File: src/rtl/avalon_displays7seg_pkg.sv
// Shared constants for the Avalon seven-segment display peripheral:
// register offsets, CTRL layout and the active-low hex segment table.
package avalon_displays7seg_pkg;

    localparam int unsigned DATA_W  = 32;
    localparam int unsigned DIGIT_W = 8;
    localparam int unsigned SEG_W   = 7;
    localparam int unsigned HEX_W   = 4;
    localparam int unsigned CNT_W   = 32;
    localparam int unsigned RAW_BIT = 7;

    localparam int unsigned CTRL_EN_BIT    = 0;
    localparam int unsigned CTRL_BLINK_BIT = 1;
    localparam int unsigned CTRL_W         = 2;

    typedef struct packed {
        logic blink_en;
        logic en;
    } ctrl_t;

    // Registers above the digit array move with the digit count.
    function automatic int unsigned ctrl_off(input int unsigned n_digits);
        return n_digits;
    endfunction

    function automatic int unsigned mask_off(input int unsigned n_digits);
        return n_digits + 1;
    endfunction

    function automatic int unsigned status_off(input int unsigned n_digits);
        return n_digits + 2;
    endfunction

    // Entry k is the active-low pattern for hex digit k (bit0=a ... bit6=g).
    localparam logic [15:0][SEG_W-1:0] SEG_LUT = {
        7'h0E, 7'h06, 7'h21, 7'h46, 7'h03, 7'h08, 7'h10, 7'h00,
        7'h78, 7'h02, 7'h12, 7'h19, 7'h30, 7'h24, 7'h79, 7'h40
    };

endpackage

File: src/rtl/seg7_decoder.sv
// Combinational hex-to-seven-segment decoder, active-low outputs.
module seg7_decoder
    import avalon_displays7seg_pkg::*;
(
    input  logic [HEX_W-1:0] hex,
    output logic [SEG_W-1:0] seg_c
);

    assign seg_c = SEG_LUT[hex];

endmodule

File: src/rtl/avalon_displays7seg_n.sv
// Avalon-MM slave driving N_DIGITS seven-segment displays with per-digit
// hex/raw mode, global blank, per-digit blink and registered readback.
module avalon_displays7seg_n
    import avalon_displays7seg_pkg::*;
#(
    parameter int unsigned N_DIGITS  = 8,
    parameter int unsigned BLINK_DIV = 25000000,
    parameter int unsigned ADDR_W    = 5
) (
    input  logic                      clk,
    input  logic                      reset_n,
    input  logic [ADDR_W-1:0]         avs_address,
    input  logic                      avs_write,
    input  logic [DATA_W-1:0]         avs_writedata,
    input  logic                      avs_read,
    output logic [DATA_W-1:0]         avs_readdata,
    output logic                      avs_readdatavalid,
    output logic [SEG_W*N_DIGITS-1:0] seg_o
);

    localparam logic [ADDR_W-1:0] CTRL_ADDR   = ADDR_W'(ctrl_off(N_DIGITS));
    localparam logic [ADDR_W-1:0] MASK_ADDR   = ADDR_W'(mask_off(N_DIGITS));
    localparam logic [ADDR_W-1:0] STATUS_ADDR = ADDR_W'(status_off(N_DIGITS));
    localparam logic [CNT_W-1:0]  BLINK_LAST  = CNT_W'(BLINK_DIV - 1);
    localparam logic [CTRL_W-1:0] CTRL_RESET  = CTRL_W'(1 << CTRL_EN_BIT);

    logic [DIGIT_W-1:0]        digit_q [N_DIGITS];
    ctrl_t                     ctrl_q;
    logic [N_DIGITS-1:0]       mask_q;
    logic [CNT_W-1:0]          blink_cnt_q;
    logic                      phase_q;
    logic [SEG_W-1:0]          dec_c   [N_DIGITS];
    logic [SEG_W*N_DIGITS-1:0] seg_next_c;
    logic [DATA_W-1:0]         rd_data_c;
    logic                      unused_wdata_c;

    // Only the low bits of each write are stored.
    assign unused_wdata_c = ^avs_writedata;

    for (genvar g = 0; g < N_DIGITS; g++) begin : g_dec
        seg7_decoder u_dec (
            .hex   (digit_q[g][HEX_W-1:0]),
            .seg_c (dec_c[g])
        );
    end

    // Register file writes; STATUS and unmapped offsets fall through.
    always_ff @(posedge clk or negedge reset_n) begin
        if (!reset_n) begin
            for (int i = 0; i < N_DIGITS; i++) digit_q[i] <= '0;
            ctrl_q <= ctrl_t'(CTRL_RESET);
            mask_q <= '0;
        end else if (avs_write) begin
            for (int i = 0; i < N_DIGITS; i++) begin
                if (avs_address == ADDR_W'(i)) digit_q[i] <= avs_writedata[DIGIT_W-1:0];
            end
            if (avs_address == CTRL_ADDR) ctrl_q <= ctrl_t'(avs_writedata[CTRL_W-1:0]);
            if (avs_address == MASK_ADDR) mask_q <= avs_writedata[N_DIGITS-1:0];
        end
    end

    // Blink prescaler; held cleared while blinking is disabled.
    always_ff @(posedge clk or negedge reset_n) begin
        if (!reset_n) begin
            blink_cnt_q <= '0;
            phase_q     <= 1'b0;
        end else if (!ctrl_q.blink_en) begin
            blink_cnt_q <= '0;
            phase_q     <= 1'b0;
        end else if (blink_cnt_q == BLINK_LAST) begin
            blink_cnt_q <= '0;
            phase_q     <= ~phase_q;
        end else begin
            blink_cnt_q <= blink_cnt_q + CNT_W'(1);
        end
    end

    always_comb begin
        seg_next_c = '1;
        for (int i = 0; i < N_DIGITS; i++) begin
            if (ctrl_q.en && !(ctrl_q.blink_en && mask_q[i] && phase_q)) begin
                seg_next_c[SEG_W*i +: SEG_W] = digit_q[i][RAW_BIT] ? ~digit_q[i][SEG_W-1:0]
                                                                   : dec_c[i];
            end
        end
    end

    always_ff @(posedge clk or negedge reset_n) begin
        if (!reset_n) seg_o <= '1;
        else          seg_o <= seg_next_c;
    end

    always_comb begin
        rd_data_c = '0;
        for (int i = 0; i < N_DIGITS; i++) begin
            if (avs_address == ADDR_W'(i)) rd_data_c = DATA_W'(digit_q[i]);
        end
        if (avs_address == CTRL_ADDR)   rd_data_c = DATA_W'(ctrl_q);
        if (avs_address == MASK_ADDR)   rd_data_c = DATA_W'(mask_q);
        if (avs_address == STATUS_ADDR) rd_data_c = DATA_W'(phase_q);
    end

    // Readback captures pre-write state, so same-cycle read+write returns old data.
    always_ff @(posedge clk or negedge reset_n) begin
        if (!reset_n) begin
            avs_readdata      <= '0;
            avs_readdatavalid <= 1'b0;
        end else begin
            avs_readdatavalid <= avs_read;
            if (avs_read) avs_readdata <= rd_data_c;
        end
    end

endmodule
File: config.mk
export PLATFORM = sky130hd
export DESIGN_NAME = avalon_displays7seg_n
export DESIGN_NICKNAME = d
export VERILOG_FILES = /design/src/rtl/avalon_displays7seg_pkg.sv /design/src/rtl/seg7_decoder.sv /design/src/rtl/avalon_displays7seg_n.sv
export SDC_FILE = /design/constraint.sdc
export NUM_CORES = 1
export LEC_CHECK = 0
export ABC_AREA = 0
export ABC_CLOCK_PERIOD_IN_PS = 2200
export CAP_MARGIN = 20
export CELL_PAD_IN_SITES_DETAIL_PLACEMENT = 2
export CELL_PAD_IN_SITES_GLOBAL_PLACEMENT = 2
export CORE_ASPECT_RATIO = 1.25
export CORE_UTILIZATION = 35
export DETAILED_ROUTE_END_ITERATION = 10
export GPL_ROUTABILITY_DRIVEN = 0
export PLACE_DENSITY = 0.8
export SLEW_MARGIN = 20
export SYNTH_ARGS = -nofsm -noshare
export SYNTH_HDL_FRONTEND = slang
export SYNTH_SLANG_ARGS = --single-unit
File: constraint.sdc
create_clock -name clk -period 2.2 [get_ports clk]
set_input_delay 0.44 -clock clk [delete_from_list [all_inputs] [get_ports clk]]
set_output_delay 0.44 -clock clk [all_outputs]
set_load 0.03 [all_outputs]
[Word level (Yosys, flattened, before mapping)]
Memory sizes are Yosys's and may differ from the RTL's.
Cells that the tools add are included.
Storage, ports and cells
  output and inout bits: 89
  bits in read-only memories: 896
  bits in registers: 196
  input bits: 41
  memories: 8
  word-level logic and storage cells: 136
Operators by class
  reduce and logical (&&, ||, !) cells: 43
  order comparisons: 8
  muxes and demuxes: 39
  eq/ne operators: 12
  bitwise logic cells: 9
  add/sub/neg operators: 1
Memory list
  (no name shown): words 16, bits a word 7, rd ports 1, clocked after memory_dff 0, write ports 0, line seg7_decoder.sv:9  | assign seg_c = SEG_LUT[hex];
  (no name shown): words 16, bits a word 7, rd ports 1, clocked after memory_dff 0, write ports 0, line seg7_decoder.sv:9
  (no name shown): words 16, bits a word 7, rd ports 1, clocked after memory_dff 0, write ports 0, line seg7_decoder.sv:9
  (no name shown): words 16, bits a word 7, rd ports 1, clocked after memory_dff 0, write ports 0, line seg7_decoder.sv:9
  (no name shown): words 16, bits a word 7, rd ports 1, clocked after memory_dff 0, write ports 0, line seg7_decoder.sv:9
  (no name shown): words 16, bits a word 7, rd ports 1, clocked after memory_dff 0, write ports 0, line seg7_decoder.sv:9
  2 more memories
Operator list (count)
  two-way mux 32 bit: 12
  two-way mux 7 bit: 24
  inverter 7 bit: 8
  less-than comparator 4 x 5 -> 1 bit, second input constant: 8
  adder 32 x 1 -> 32 bit, second input constant: 1
  == test 32 x 25 -> 1 bit, second input constant: 1
  logical AND 1 bit: 24
  == test 5 x 3 -> 1 bit, second input constant: 4
  AND reduction 2 bit: 10
  == test 5 x 4 -> 1 bit, second input constant: 3
  == test 5 x 2 -> 1 bit, second input constant: 2
  logical NOT 1 bit: 8
  two-way mux 8 bit: 1
  == test 5 x 1 -> 1 bit, second input constant: 1
  logical NOT 5 bit: 1
  two-way mux 1 bit: 2
  != test 2 x 1 -> 1 bit, second input constant: 1
  inverter 1 bit: 1

[Logic depth before layout (Yosys ltp)]
  word-level depth: 12
  depth in mapped cells: 8
  mapped depth without buffers: 7

[Hierarchy]
From an unflattened synthesis, not the netlist that was laid out.
Unflattened totals
  cell total of the unflattened synthesis: 1036
  area, all modules: 10264.8 um^2
Modules (own cells, without submodules)
  avalon_displays7seg_n: seq. area each 4375.4 um^2, times used 1, cells an instance 777, area an instance 8066.5 um^2
  seg7_decoder (g_dec[1].u_dec ...): seq. area each 0.0 um^2, times used 7, cells an instance 32, area an instance 275.3 um^2
  seg7_decoder (g_dec[0].u_dec): seq. area each 0.0 um^2, times used 1, cells an instance 35, area an instance 271.5 um^2

[Least setup slack after synthesis]
OpenSTA, ideal clock, no wires.
  kind: input to register
  from: input avs_address[0]
  to: register avs_readdata[6]
  stages: 6
  arrival time: 1810 ps
  setup time: 126 ps
  buffers on the path: 2
  slack: 264 ps
  required time: 2074 ps
  cell sequence: buf_2 or3b_1 buf_2 a2111oi_2 nor4_1 a311o_1
Between the ends
  word-level cells in the longest chain between the ends: 12
  elaborated cells between the ends (all ways): 22
  classes of those cells: 10 x eq/ne; 11 x mux; 1 x reduce/logical
RTL lines
  start: declaration: line avalon_displays7seg_n.sv:12  | input logic [ADDR_W-1:0] avs_address,
  logical NOT 5 bit: line avalon_displays7seg_n.sv:96  | if (avs_address == ADDR_W'(i)) rd_data_c = DATA_W'(digit_q[i]);
  two-way mux 8 bit: line avalon_displays7seg_n.sv:96
  two-way mux 32 bit (7 in series): line avalon_displays7seg_n.sv:96
  two-way mux 32 bit: line avalon_displays7seg_n.sv:98  | if (avs_address == CTRL_ADDR) rd_data_c = DATA_W'(ctrl_q);
  two-way mux 32 bit: line avalon_displays7seg_n.sv:99  | if (avs_address == MASK_ADDR) rd_data_c = DATA_W'(mask_q);
  two-way mux 32 bit *: line avalon_displays7seg_n.sv:100  | if (avs_address == STATUS_ADDR) rd_data_c = DATA_W'(phase_q);
  end signal: assignment: line avalon_displays7seg_n.sv:110  | if (avs_read) avs_readdata <= rd_data_c;
  end: declaration: line avalon_displays7seg_n.sv:16  | output logic [DATA_W-1:0] avs_readdata,
Mark *: on every way between the ends. The rest lies on a longest branch, timed or not.
A chain may end at the register's enable or synchronous reset.

[Final worst setup path]
  from: input avs_address[3]
  to: register avs_readdata[6]
Same word-level chain as after synthesis.

==> results.py <==
metrics = {
    "synth": {
        "synth.cell_area_um2": 10030,
        "synth_seq_cells": 172,
        "ys_async_sr_fraction_pct": 100.0,
        "yosysWarningCount": 0,
        "syn_inst": 1037,
        "synth_ff_type": "dfrtp_1",
        "yosysSeqAreaShare_pct": 43.63,
        "synth-edff-count": 0,
        "synth_cell_types": 70,
        "avgSynthCellArea_um2": 9.672,
    },
    "setup_path": {
        "cp-start-kind": "input port",
        "reg2reg_from": "blink_cnt_q[8]$_DFF_PN0_",
        "crit_path_start": "avs_address[3]",
        "r2r_slack_ns": 0.19,
        "crit_required_ns": 2.52,
        "worst_ep_arrival_time_ns": 2.54,
        "path_class": "input port to register",
        "rr_endpoint": "phase_q$_DFFE_PN0P_",
        "critical_path.endpoint_type": "register",
        "reg2regPathDepth": 5,
        "crit_fanout": 5,
    },
    "power_and_ir_drop": {
        "p_seq_share_pct": 40.1,
        "peakVddDrop_v": 0.0004460,
        "p_sw_share_pct": 36.69,
        "switching_power_mw": 4.081,
        "p_leak_nw": 5.167,
        "comb_power_share_pct": 31.8,
        "intPower_mw": 7.042,
        "report.power.total_mw": 11.12,
        "clkPwrFrac_pct": 28.0,
        "p_per_area_nw_per_um2": 908.1,
    },
    "drt": {
        "vias": 8407,
        "routed_via_density": 5.506,
        "wl_um": 33590,
        "ant_nets": 0,
        "first_pass_iters": 4,
        "drt_first_iter_violations": 280,
        "drc": 0,
        "routedWlPerCell_um": 21.99,
    },
    "worst_hold_path": {
        "hold_path_class": "input port to asynchronous set/reset pin",
    },
    "floorplanning": {
        "ioPinCount": 130,
        "coreArea_um2": 27910,
        "start_util_pct": 35.94,
        "num_rows": 68,
        "die_w_um": 153.4,
        "die_h_um": 191.3,
        "dieArea_um2": 29340,
    },
    "timing": {
        "maxSlewHeadroom_pct": 47.36,
        "worst_slew_pin_slew_ns": 0.7797,
        "fin_crit_sh_pct": 100.9,
        "finalHoldViolCount": 0,
        "min_period_ns": 2.220,
        "fmax_mhz": 450.5,
        "rsz0062_at_grt": "false",
        "whs_ns": 0.5043,
        "clock_skew_ns": 0.01607,
        "worst_slack_ns": -0.01961,
        "report.final.slew_viol_count": 0,
        "setup_violations": 1,
    },
    "global_routing": {
        "track_usage_pct": 23.80,
        "grt_pass1_vias": 9432,
        "grt_overflow": 0,
        "grt_antenna_before_repair": 0,
        "grt_max_degree": 52,
        "grt_pass1_wl_um": 53650,
    },
    "clocking": {
        "htree_levels": 4,
        "insertion_delay_ns": 0.45,
        "cts_tree": "built",
        "cts-root-buf": "clkbuf_16",
        "cts_sinks": 172,
        "clk_path_buf_depth": 2,
        "clk_pin_slew_worst_paths_ns": 0.07,
        "postCtsSetupBuffers": 0,
        "cts_made_buffers": 17,
    },
    "placed_design": {
        "port_buffers": 81,
        "numPlacedInstances": 1494,
        "dp_slack_ns": -0.4090,
        "placed_cell_area_um2": 11640,
        "dp_hpwl_um": 23820,
    },
    "run": {
        "maxCapViolations": 0,
    },
    "run_status": {
        "violations": "negative setup slack",
        "outcome": "complete, but fails checks",
    },
    "layout": {
        "drive_gt1_share_pct": 22.94,
        "num_antenna_cells": 0,
        "layout.nets": 1254,
        "final_cell_area_um2": 12250,
        "layout.cells.non_filler": 1527,
        "syn2layout_area_growth_pct": 22.12,
    },
}
-- routing by layer --
| layer | GRT usage (%) | vias to the layer above | routed length [um] |
|---|---|---|---|
| li1 | - | 3854 | - |
| met1 | 27.90 | 4317 | 13980 |
| met2 | 43.50 | 181 | 17710 |
| met3 | 3.559 | 55 | 987 |
| met4 | 9.423 | 0 | 912 |
| met5 | 0 | - | 0 |
-- repair_timing --
item,4_1_cts,5_1_grt
hold buffers,1,0
endpoints found under the hold margin,33,0
gates resized for setup,0,1
setup endpoints to repair,0,1
-- worst max-delay path by stage --
stage,to,slack [ns],depth (start not counted)
after floorplan,avs_readdata[6]$_DFFE_PN0P_,0.26,6
after global placement,avs_readdata[5]$_DFFE_PN0P_,-0.29,6
after detailed placement,avs_readdata[2]$_DFFE_PN0P_,-0.41,7
after CTS,avs_readdata[2]$_DFFE_PN0P_,0.05,7
after global routing,avs_readdata[6]$_DFFE_PN0P_,0.002,7
final,avs_readdata[6]$_DFFE_PN0P_,-0.02,7
-- worst max-delay path, cell delays in order --
cell and delay (ns):
clkdlybuf4s50_1 0.64, buf_4 0.21, nor2b_1 0.20, nand2b_1 0.12, o21ai_0 0.43, nor4_1 0.15, a311o_1 0.36
-- cells in the mapped netlist, types with 3 or more instances --
| cell type | n | area [um2] |
|---|---|---|
| a2111o_1 | 3 | 33.78 |
| a211oi_1 | 11 | 82.58 |
| a21boi_1 | 8 | 60.06 |
| a21oi_1 | 53 | 265.3 |
| a22oi_1 | 5 | 37.54 |
| a31oi_1 | 4 | 25.02 |
| and2_1 | 4 | 25.02 |
| and3_1 | 8 | 50.05 |
| buf_2 | 11 | 55.05 |
| buf_4 | 26 | 195.2 |
| clkbuf_1 | 41 | 153.9 |
| dfrtp_1 | 115 | 2878 |
| dfstp_2 | 57 | 1498 |
| ha_1 | 49 | 613.1 |
| inv_1 | 33 | 123.9 |
| mux2_2 | 79 | 889.6 |
| mux2i_1 | 28 | 280.3 |
| nand2_1 | 117 | 439.2 |
| nand2b_1 | 15 | 93.84 |
| nand3_1 | 38 | 190.2 |
| nand4_1 | 16 | 100.1 |
| nor2_1 | 81 | 304.0 |
| nor2b_1 | 18 | 112.6 |
| nor3_1 | 11 | 55.05 |
| nor3b_1 | 4 | 30.03 |
| nor4_1 | 6 | 37.54 |
| nor4b_1 | 3 | 26.28 |
| o211ai_1 | 7 | 52.55 |
| o21a_1 | 3 | 22.52 |
| o21ai_0 | 86 | 430.4 |
| o221ai_1 | 6 | 52.55 |
| o22ai_1 | 6 | 37.54 |
| o311ai_0 | 4 | 35.03 |
| o31ai_1 | 4 | 30.03 |
| o41ai_1 | 3 | 26.28 |
| or3_1 | 4 | 25.02 |
| or3b_2 | 4 | 35.03 |
| xnor2_1 | 6 | 52.55 |
| xor2_1 | 17 | 148.9 |
-- registers in the layout, indices dropped and copies added (netlist names) --
signal and cells:
avs_readdatavalid 1, avs_readdata 8, mask_q 8, seg_o 56, digit_q 64, ctrl_q 2
phase_q 1, blink_cnt_q 32
-- layout by cell type (no fill, tap or decap), types with 8 or more instances in the layout --
cell type,netlist,layout
nand3_1,38,38
nand2b_1,15,15
o21ai_0,86,86
dfstp_2,57,57
a21oi_1,53,53
a21boi_1,8,8
nor2_1,81,81
xor2_1,17,17
buf_4,26,78
nand4_1,16,16
nor2b_1,18,18
mux2_2,79,79
nand2_1,117,117
clkdlybuf4s50_1,0,80
conb_1,1,24
dfrtp_1,115,115
a211oi_1,11,11
mux2i_1,28,28
ha_1,49,49
nor3_1,11,11
inv_1,33,33
and3_1,8,8
clkbuf_16,0,17
-- final cells by class --
type	count	area [um2]
Timing Repair Buffer	165	1508
Clock inverter	12	135.1
Clock buffer	20	456.7
Tap cell	350	437.9
Sequential cell	172	4375
Multi-Input combinational cell	775	5211
Fill cell	2992	15660
Inverter	33	123.9
-- per-stage QoR --
| stage | TNS, ns | util [%] |
|---|---|---|
| final | -0.01961 | 43.89 |
| after detailed placement | -14.98 | 41.71 |
| after floorplan | 0 | - |
| after global routing | 0 | 43.89 |
| after CTS | 0 | 43.87 |
| after global placement | -12.63 | 41.71 |
-- kinds of logic (layout without fill, tap and decap cells) --
family,Yosys count,in the layout,synth area share (%)
and+or+nand+nor,348,348,17.10
DFF,172,172,43.63
adders and majority gates,49,49,6.113
other,1,24,0.03739
AOI/OAI and AO/OA,222,222,13.66
xor gates and xnor gates,23,23,2.008
buffers and inverters,113,230,5.339
muxes,109,109,12.11
-- power groups by stage --
stage | logic, mW | registers [mW] | clock network, mW
after CTS | 3.57 | 4.47 | 3.19
after floorplan | 1.86 | 4.70 | 0
after global placement | 3.35 | 4.48 | 0
after global routing | 3.84 | 4.55 | 3.29
final | 3.54 | 4.47 | 3.11
after detailed placement | 3.51 | 4.52 | 0
(Power assumes the default switching activity.)
